## config.mk

```make
export PLATFORM = sky130hd
export DESIGN_NAME = data_mem_arbiter
export DESIGN_NICKNAME = d
export VERILOG_FILES = /design/src/rtl/data_mem_arbiter_pkg.sv /design/src/rtl/data_mem_arbiter_rr_priority_picker.sv /design/src/rtl/data_mem_arbiter.sv
export SDC_FILE = /design/constraint.sdc
export NUM_CORES = 1
export LEC_CHECK = 0
export ABC_CLOCK_PERIOD_IN_PS = 3380
export CELL_PAD_IN_SITES_DETAIL_PLACEMENT = 1
export CELL_PAD_IN_SITES_GLOBAL_PLACEMENT = 2
export CORE_MARGIN = 8
export CORE_UTILIZATION = 17
export DETAILED_ROUTE_END_ITERATION = 6
export HOLD_SLACK_MARGIN = 0.03
export PLACE_DENSITY = 0.8
export SLEW_MARGIN = 20
export SYNTH_ARGS = -nofsm -noshare
export SYNTH_HDL_FRONTEND = slang
export SYNTH_SLANG_ARGS = --single-unit
```

## constraint.sdc

```tcl
create_clock -name clk -period 3.38 [get_ports clk]
set_input_delay 0.507 -clock clk [delete_from_list [all_inputs] [get_ports clk]]
set_output_delay 0.507 -clock clk [all_outputs]
set_load 0.01 [all_outputs]
```

## src/rtl/data_mem_arbiter_pkg.sv

```systemverilog
// rtl/data_mem_arbiter_pkg.sv - shared types and constants for the data memory arbiter
//
// Purpose: default sizing constants, the arbiter state type and a small index-width
// helper shared by the arbiter top and its round-robin picker.
// Ports: none (package).
package data_mem_arbiter_pkg;

   localparam int CORE_COUNT = 3;
   localparam int ADDR_WIDTH = 12;
   localparam int DATA_WIDTH = 12;
   localparam int LOCK_MAX   = 4;

   typedef enum logic {
      ARB,
      LOCKED
   } arb_state_t;

   // Width of an index into n items; never narrower than one bit.
   function automatic int idx_width(input int n);
      return (n > 1) ? $clog2(n) : 1;
   endfunction

endpackage

```

## src/rtl/data_mem_arbiter_rr_priority_picker.sv

```systemverilog
// rtl/data_mem_arbiter_rr_priority_picker.sv - combinational round-robin request picker
//
// Purpose: picks the first asserted request scanning ptr_i, ptr_i+1, ... with wrap.
// Ports:
//   req_i        [N-1:0]  request vector
//   ptr_i        [IW-1:0] index where the scan starts (must be < N)
//   winner_oh_o  [N-1:0]  one-hot winner, zero when no request
//   winner_idx_o [IW-1:0] winner index, zero when no request
//   valid_o               at least one request present
module rr_priority_picker #(
   parameter  int N  = data_mem_arbiter_pkg::CORE_COUNT,
   localparam int IW = data_mem_arbiter_pkg::idx_width(N)
) (
   input  logic [N-1:0]  req_i,
   input  logic [IW-1:0] ptr_i,
   output logic [N-1:0]  winner_oh_o,
   output logic [IW-1:0] winner_idx_o,
   output logic          valid_o
);
   import data_mem_arbiter_pkg::*;

   always_comb begin
      int            c;
      logic [IW-1:0] cidx;
      winner_oh_o  = '0;
      winner_idx_o = '0;
      valid_o      = 1'b0;
      c            = 0;
      cidx         = '0;
      for (int i = 0; i < N; i++) begin
         // Wrap by a single subtraction: ptr_i < N and i < N keep the sum below 2N.
         c = int'(ptr_i) + i;
         if (c >= N) begin
            c = c - N;
         end
         cidx = c[IW-1:0];
         if (!valid_o && req_i[cidx]) begin
            valid_o           = 1'b1;
            winner_idx_o      = cidx;
            winner_oh_o[cidx] = 1'b1;
         end
      end
   end

endmodule

```

## src/rtl/data_mem_arbiter.sv

```systemverilog
// rtl/data_mem_arbiter.sv - round-robin data memory arbiter with short atomic lock
//
// Purpose: shares one synchronous-read data memory between CORE_COUNT cores, one
// access per cycle, round-robin, with a bounded lock for read-modify-write sequences.
// Ports:
//   clk, rstN            clock; synchronous active-low reset
//   req/lock/wrEn        per-core request, lock hold, write (1) / read (0)
//   addr/wrData          per-core address and write data
//   gnt                  one-hot grant for this cycle (combinational)
//   rdValid/rdData       one-hot read return owner and data, one cycle after a read grant
//   memAddr/memWrData/memWrEn  to the data memory (zero with no grant)
//   memRdData            from the data memory, valid one cycle after memAddr
module data_mem_arbiter #(
   parameter int CORE_COUNT = data_mem_arbiter_pkg::CORE_COUNT,
   parameter int ADDR_WIDTH = data_mem_arbiter_pkg::ADDR_WIDTH,
   parameter int DATA_WIDTH = data_mem_arbiter_pkg::DATA_WIDTH,
   parameter int LOCK_MAX   = data_mem_arbiter_pkg::LOCK_MAX
) (
   input  logic                                  clk,
   input  logic                                  rstN,
   input  logic [CORE_COUNT-1:0]                 req,
   input  logic [CORE_COUNT-1:0]                 lock,
   input  logic [CORE_COUNT-1:0]                 wrEn,
   input  logic [CORE_COUNT-1:0][ADDR_WIDTH-1:0] addr,
   input  logic [CORE_COUNT-1:0][DATA_WIDTH-1:0] wrData,
   output logic [CORE_COUNT-1:0]                 gnt,
   output logic [CORE_COUNT-1:0]                 rdValid,
   output logic [DATA_WIDTH-1:0]                 rdData,
   output logic [ADDR_WIDTH-1:0]                 memAddr,
   output logic [DATA_WIDTH-1:0]                 memWrData,
   output logic                                  memWrEn,
   input  logic [DATA_WIDTH-1:0]                 memRdData
);
   import data_mem_arbiter_pkg::*;

   localparam int            IW         = idx_width(CORE_COUNT);
   localparam int            CW         = $clog2(LOCK_MAX + 1);
   localparam logic [CW-1:0] LOCK_MAX_C = CW'(LOCK_MAX);
   localparam logic [IW-1:0] LAST_IDX   = IW'(CORE_COUNT - 1);

   arb_state_t      state_q,    state_d;
   logic [IW-1:0]   rr_ptr_q,   rr_ptr_d;
   logic [IW-1:0]   owner_q,    owner_d;
   logic [CW-1:0]   lock_cnt_q, lock_cnt_d;
   logic            rd_valid_q, rd_valid_d;
   logic [IW-1:0]   rd_owner_q, rd_owner_d;

   logic [CORE_COUNT-1:0] pick_oh;
   logic [IW-1:0]         pick_idx;
   logic                  pick_valid;

   logic                  gnt_any;
   logic [IW-1:0]         gnt_idx;
   logic [CORE_COUNT-1:0] gnt_oh;

   rr_priority_picker #(
      .N (CORE_COUNT)
   ) u_picker (
      .req_i        (req),
      .ptr_i        (rr_ptr_q),
      .winner_oh_o  (pick_oh),
      .winner_idx_o (pick_idx),
      .valid_o      (pick_valid)
   );

   // Grant selection and state transitions.
   always_comb begin
      state_d    = state_q;
      rr_ptr_d   = rr_ptr_q;
      owner_d    = owner_q;
      lock_cnt_d = lock_cnt_q;
      gnt_any    = 1'b0;
      gnt_idx    = '0;
      gnt_oh     = '0;

      case (state_q)
         ARB: begin
            if (pick_valid) begin
               gnt_any  = 1'b1;
               gnt_idx  = pick_idx;
               gnt_oh   = pick_oh;
               rr_ptr_d = (pick_idx == LAST_IDX) ? '0 : pick_idx + 1'b1;
               // A one-cycle lock budget is used up by this grant, so no lock is entered.
               if (lock[pick_idx] && (LOCK_MAX > 1)) begin
                  state_d    = LOCKED;
                  owner_d    = pick_idx;
                  lock_cnt_d = CW'(1);
               end
            end
         end
         LOCKED: begin
            if (req[owner_q]) begin
               gnt_any         = 1'b1;
               gnt_idx         = owner_q;
               gnt_oh[owner_q] = 1'b1;
               lock_cnt_d      = lock_cnt_q + 1'b1;
               // The grant that brings the count to LOCK_MAX is the last one of the burst.
               if (!lock[owner_q] || (lock_cnt_d >= LOCK_MAX_C)) begin
                  state_d = ARB;
               end
            end else begin
               state_d = ARB;
            end
         end
         default: begin
            state_d = ARB;
         end
      endcase

      // Nothing reaches the memory while reset is held.
      if (!rstN) begin
         gnt_any = 1'b0;
         gnt_oh  = '0;
      end
   end

   assign rd_valid_d = gnt_any & ~wrEn[gnt_idx];
   assign rd_owner_d = gnt_any ? gnt_idx : rd_owner_q;

   assign gnt       = gnt_oh;
   assign memAddr   = gnt_any ? addr[gnt_idx]   : '0;
   assign memWrData = gnt_any ? wrData[gnt_idx] : '0;
   assign memWrEn   = gnt_any & wrEn[gnt_idx];

   // Read return; masked during reset so a pending read never surfaces.
   always_comb begin
      rdValid = '0;
      if (rstN && rd_valid_q) begin
         rdValid[rd_owner_q] = 1'b1;
      end
   end

   assign rdData = (rstN && rd_valid_q) ? memRdData : '0;

   always_ff @(posedge clk) begin
      if (!rstN) begin
         state_q    <= ARB;
         rr_ptr_q   <= '0;
         owner_q    <= '0;
         lock_cnt_q <= '0;
         rd_valid_q <= 1'b0;
         rd_owner_q <= '0;
      end else begin
         state_q    <= state_d;
         rr_ptr_q   <= rr_ptr_d;
         owner_q    <= owner_d;
         lock_cnt_q <= lock_cnt_d;
         rd_valid_q <= rd_valid_d;
         rd_owner_q <= rd_owner_d;
      end
   end

endmodule

```

==> Word-level counts from Yosys, hierarchy flattened <==
Index checks and enable logic that the tools add are counted.
{ "op_classes": {"add_sub_neg": 7, "mul": 0, "div": 0, "magnitude_cmp": 16, "n_eq_ne": 4, "shifts": 0, "n_mux": 65, "n_bitwise": 6, "n_reduce_logical": 15} }
{ "ops": {"columns": ["operator", "n"], "rows": [
  ["$mux W12", 5],
  ["$bmux W12 S2", 2],
  ["$mux W3", 10],
  ["$mux W1", 22],
  ["$lt A2 B3 Y1 const B", 7],
  ["$mux W2", 9],
  ["$bmux W1 S2", 7],
  ["$pmux W3 S2", 2],
  ["$demux W1 S2", 5],
  ["$ge A2 B1 Y1 const B", 5],
  ["$logic_and A1 B1 Y1", 8],
  ["$ge A3 B2 Y1 const B", 2],
  ["$or A3 B3 Y3", 2],
  ["$reduce_and A3 Y1", 2],
  ["$ne A2 B2 Y1 const B", 2],
  ["$pmux W1 S2", 2],
  ["$pmux W2 S2", 1],
  ["$sub A2 B1 Y2 const B", 2],
  ["$add A2 B1 Y3 const B", 1],
  ["$add A2 B2 Y3 const B", 1],
  ["$add A3 B1 Y3 const B", 1],
  ["$ge A3 B3 Y1 const B", 1],
  ["$logic_not A1 Y1", 3],
  ["$add A2 B1 Y2 const B", 1],
  ["other kinds (8)", 10]
]} }
{ "word_totals": {"ff_bits": 11, "latch_bits": 0, "ram_bits": 0, "romBits": 0, "output_inout_bits": 43, "wordCells": 119, "memories": 0} }

==> Longest topological paths before layout <==
{ "depth": {"ltp_word": 17, "ltp_mapped": 12, "depth_no_buf": 8} }

==> Modules after synthesis <==
From an unflattened synthesis, not the netlist that was laid out.
{ "unflattened": {"cells_unflattened": 194, "area_unflattened_um2": 1702.9} }
{ "by_module_without_submodules": {"columns": ["mod", "instances", "cells_per_inst", "area_each_um2"], "rows": [
  ["data_mem_arbiter", 1, 153, 1421.4],
  ["rr_priority_picker", 1, 41, 281.5]
]} }

==> Worst setup path before layout <==
Ideal clock, no wire load.
{ "synth_path": {"path_kind": "register to output", "start": "reg rr_ptr_q[1]", "end": "out memAddr[0]", "t_arrival_ps": 2360, "required_time_ps": 2873, "path_slack_ps": 513, "path_stages_with_launch": 12, "path_buffers": 3, "path_cell_list": "dfxtp_1 > inv_1 > ha_1 > buf_6 > mux2_4 > a21oi_4 > a31o_2 > o32ai_4 > or2_1 > buf_6 > buf_6 > o2bb2ai_2"} }
{ "synth_between": {"elab_chain_len": 16, "word_cells_on_any_way": 35, "classes_between": "5 x add/sub; 3 x order compare; 23 x mux; 4 x reduce/logical"} }
{ "synth_rtl": {"columns": ["element", "line", "rtl"], "rows": [
  ["from (decl)", "data_mem_arbiter.sv:42", "logic [IW-1:0] rr_ptr_q, rr_ptr_d;"],
  ["from (signal assigned)", "data_mem_arbiter.sv:145", "rr_ptr_q <= rr_ptr_d;"],
  ["parallel branches: the longest is 15 deep, another holds $add A2 B1 Y3", null, null],
  ["$mux W12 *", "data_mem_arbiter.sv:121", "assign memAddr = gnt_any ? addr[gnt_idx] : '0;"],
  ["to (decl)", "data_mem_arbiter.sv:29", "output logic [ADDR_WIDTH-1:0] memAddr,"]
]} }
Mark *: on every way between the ends. The select of a mux whose other input is x is not followed.

==> Final worst setup path <==
{ "layout_path": {"start": "reg rr_ptr_q[1]", "end": "out gnt[2]"} }
{ "layout_between": {"elab_chain_len": 14, "word_cells_on_any_way": 47, "classes_between": "5 x add/sub; 9 x order compare; 24 x mux; 2 x bitwise; 7 x reduce/logical"} }
{ "layout_rtl": {"columns": ["element", "line", "rtl"], "rows": [
  ["$add A2 B1 Y3, or another cell as far along", "data_mem_arbiter_rr_priority_picker.sv:32", "c = int'(ptr_i) + i;"],
  ["$ge A3 B2 Y1, or another cell as far along", "data_mem_arbiter_rr_priority_picker.sv:33", "if (c >= N) begin"],
  ["$mux W2, or another cell as far along", "data_mem_arbiter_rr_priority_picker.sv:33", null],
  ["$lt A2 B3 Y1 (not written as such), or another cell as far along", "data_mem_arbiter_rr_priority_picker.sv:40", "winner_oh_o[cidx] = 1'b1;"],
  ["$logic_and A1 B1 Y1 (not written as such), or another cell as far along", "data_mem_arbiter_rr_priority_picker.sv:40", null],
  ["$mux W1 (not written as such), or another cell as far along", "data_mem_arbiter_rr_priority_picker.sv:40", null],
  ["$demux W1 S2, or another cell as far along", null, null],
  ["$or A3 B3 Y3 (no source line) / $mux W1 (equally long branches)", null, null],
  ["$mux W3 / $logic_not A1 Y1 (equally long branches)", "data_mem_arbiter_rr_priority_picker.sv:37", "if (!valid_o && req_i[cidx]) begin"],
  ["$or A3 B3 Y3 (no source line) / $logic_and A1 B1 Y1 (equally long branches)", null, null],
  ["$mux W3 / $mux W1 (equally long branches)", "data_mem_arbiter_rr_priority_picker.sv:37", null],
  ["$mux W3 *", "data_mem_arbiter.sv:78", "if (pick_valid) begin"],
  ["$pmux W3 S2 *", "data_mem_arbiter.sv:76", "case (state_q)"],
  ["$mux W3 *", "data_mem_arbiter.sv:111", "if (!rstN) begin"],
  ["to (decl)", "data_mem_arbiter.sv:26", "output logic [CORE_COUNT-1:0] gnt,"]
]} }
Mark *: on every way between the ends. The rest lies on a longest branch, timed or not. The select of a mux whose other input is x is not followed.

==> Flow_metrics.wiki <==
{| class="wikitable"
! Metric !! Value
|-
| Run status || complete, no violations
|-
| Antenna Nets Post-Route || 0
|-
| Yosys warns || 0
|-
| Startpoint type of the worst setup path || flop
|-
| Number of DRC markers after the initial detailed-route iteration || 59
|-
| Critical R2R Launch || rr_ptr_q[1]
|-
| Power consumption || 3.23 mW
|-
| Vias/cell || 4.55
|-
| Hold Violations, Final || 0
|-
| Fraction of synthesis flops using an asynchronous set or reset pin || 0
|-
| Worst setup skew after layout || 0.00280 ns
|-
| Number of detailed-route iterations in the first pass || 4
|-
| Final WS setup || approximately 0.056 ns
|-
| TritonCTS Buffers || 3
|-
| Sum of negative setup slack || 0 ns
|-
| Antenna violations before repair || 0
|-
| Fraction of the mapped netlist area in compound gates || 0.382
|-
| Start point of the worst hold path || lock_cnt_q[1]
|-
| Total leakage power || 1.55 nW
|-
| Power density relative to cell area || 895 nW/µm²
|-
| Number of buffers on the longest clock path || 2
|-
| Worst setup path startpoint || rr_ptr_q[1]
|-
| Std-Cell Core Area || 10200 µm²
|-
| Post-detailed-route DRC marker count || 0
|-
| Number of max-capacitance violations reported || 0
|-
| Most used flip-flop cell after synthesis || dfxtp_1
|-
| First-pass GRT wire length || 13900 µm
|-
| Final clock period utilization by the worst path || 0.984
|-
| Sequential area share after synthesis || 0.124
|-
| Number of core rows || 37
|-
| Worst-case vdd ir drop || 0.398 mV
|-
| Post-synthesis cell count || 193
|-
| Setup CP Type || reg -> out
|-
| Largest net degree at the start of global routing || 31
|-
| Required time of the critical path || 2.87 ns
|-
| EDFF count, synth || 0
|-
| Number of clock sinks || 11
|-
| Vias in the first global route || 2504
|-
| Max Freq || ~300 MHz
|-
| Max FO, Critical Path || 5
|-
| Post-Place Worst Slack || -0.385 ns
|-
| Weighted congestion at the end of routability-driven global placement || between 0.8 and 0.9
|-
| Final-layout fill cell count || 1183
|-
| Avg Inst Size Synth || 9.17 µm²
|-
| Number of buffers added on ports || 137
|-
| Hold/Removal Path Class || reg -> reg
|-
| Initial core utilization || 0.173
|-
| # H-tree levels || 1
|-
| Gr usage total || 0.123
|-
| CTS tree || built
|-
| Area leader, netlist || mux2i_1
|-
| DPL Wire Length || 7420 µm
|-
| Number of max-slew violations in the final report || 0
|-
| Post-Synthesis Net Count || 293
|-
| Final wirelength || 8800 µm
|-
| CP Capture Type || output pin
|-
| Post-synthesis adder-cell area fraction || 0.0354
|-
| Clock period minus worst slack || between 3 and 4 ns
|-
| Layout overhead on the synthesized area || 104%
|-
| Overflow after GRT || 0
|-
| Worst-path clk slew || 0.05 ns
|-
| NumNets Final || around 470
|-
| Height of the chip || 118 µm
|-
| Dominant cells by area after synthesis || mux2i_1 18%, o2bb2ai_2 17%, dfxtp_1 12%, and3_1 5.3%, buf_6 3.8%
|-
| Dominant combinational cell family by area after synthesis || compound AO/OA/AOI/OAI gates
|-
| # diodes || 0
|-
| Placed Area || 3510 µm²
|-
| Total standard cell area after synthesis || roughly 1800 µm²
|-
| Post-Layout Inst Area || approximately 3600 µm²
|-
| Data arrival time of the critical path || 2.82 ns
|-
| Count of state elements after synthesis || 11
|-
| Number of top-level design ports || 138
|-
| Via Count || 2273
|-
| Post-synth cell types || 55
|-
| Buffer cell driving the clock tree root || clkbuf_8
|-
| Clk_lat worst skew || 0.24 ns
|-
| End-of-flow core utilization || 0.353
|-
| Count leader, synth || mux2i_1
|-
| Die Outline Area || approximately 14000 µm²
|-
| Die outline width || 118 µm
|-
| Xor and xnor area share after synthesis || 0.00495
|-
| Final setup violation count || 0
|-
| Routed WL per cell || 17.6 µm
|-
| Share of synthesized area spent on multiplexers || 0.184
|-
| Transition time at the pin with the least slew margin || 0.483 ns
|-
| Share of Yosys cell area claimed by the top area cell type || 0.175
|-
| Max-slew headroom || 0.678
|-
| Area fraction in and, or, nand and nor cells after synthesis || 0.188
|-
| Share of post-route cells with drive strength above 1 || 0.302
|-
| Ranking of synthesized cells by instance count || 31 x mux2i_1, 20 x o2bb2ai_2, 15 x and3_1
|}
## worst paths after layout
check                                     end  slack (ns)  cells after the start
worst max register to register  lock_cnt_q[2]        0.72                     10
worst min register to register  lock_cnt_q[1]        0.47                      2
worst min-delay path            lock_cnt_q[1]        0.47                      2
worst max-delay path                   gnt[2]        0.06                     10
## power by group
part	switching [mW]	leakage, nW	internal (mW)
Sequential	0.0719	0.0914	0.185
Combinational	1.39	1.43	1.45
Clock	0.0485	0.0228	0.0827
## metal layers
layer / up-vias / GRT usage / share of wire
met5: - / 0 / 0
met4: 0 / 0.0312 / 0.016
met3: 10 / 0.0345 / 0.059
met2: 70 / 0.235 / 0.54
met1: 1094 / 0.127 / 0.38
li1: 1099 / - / -
## final cells by class
class	instances	area, µm²	share of cell area
inverters	7	26.3	0.00728
multi-input cells	160	1490	0.413
well taps	136	170	0.0472
clock buffers	4	45.0	0.0125
flip-flops and latches	11	225	0.0624
repair buffers	182	1650	0.458
## logic make-up after synthesis
family,after synthesis
flip-flops,11
buffers and inverters,22
AO/OA/AOI/OAI,65
AND/OR/NAND/NOR,57
XOR/XNOR,1
adder cells (fa/ha/maj),5
multiplexers,32
## layout by cell type, fill, tap and decap left out, types with 2 or more instances in the layout
cell type        synthesis  layout
a21oi_2                  1       2
a31oi_4                  0       2
a32o_1                   2       2
and2_1                   3       3
and3_1                  15      14
and3b_1                  3       2
buf_12                   0       2
buf_2                    1       4
buf_4                    3      42
clkbuf_2                 0      14
clkbuf_8                 0       3
clkdlybuf4s15_1          0       7
clkdlybuf4s50_1          0     108
dfxtp_1                 11       9
dlygate4sd2_1            0       3
ha_1                     5       2
ha_4                     0       2
inv_1                    6       5
inv_2                    1       2
mux2i_1                 31      30
nand2_1                  9       9
nand3_1                  5       4
nor2_1                   7       7
nor3_1                   5       5
nor3b_1                  2       2
o21a_1                   5       5
o21ai_0                  4       3
o21ai_1                  2       3
o22ai_1                  2       2
o2bb2ai_1                5       5
o2bb2ai_2               20      20
o31a_1                   2       2
or2_1                    2       2
## per-stage QoR
stage / hold WS (ns) / cells
2_1_floorplan: 0.444 / 193
3_3_place_gp: 0.456 / 488
3_5_place_dp: 0.461 / 488
4_1_cts: 0.469 / 497
5_1_grt: 0.502 / 500
6_report: 0.468 / 500
## state kept, by name (all words and copies together) (netlist names)
register and flops:
lock_cnt_q 3, owner_q 2, rd_owner_q 2, rd_valid_q 1
rr_ptr_q 2, state_q 1
## critical path: stages (launching register included)
cell             delay, ns
dfxtp_2               0.37
inv_1                 0.10
ha_4                  0.19
mux2_4                0.33
a21o_1                0.23
buf_4                 0.14
buf_4                 0.13
nor3_1                0.30
o32ai_2               0.13
and2_1                0.17
clkdlybuf4s50_1       0.49
## timing repair
| action | in CTS | in global routing |
|---|---|---|
| setup endpoints to repair | 27 | 28 |
| pin swaps | 6 | 6 |
| setup buffers | 4 | 5 |
| gates cloned | 1 | 0 |
| hold buffers | 0 | 0 |
| gates resized for setup | 47 | 50 |
Note: power is estimated with default switching activity, not from simulation.
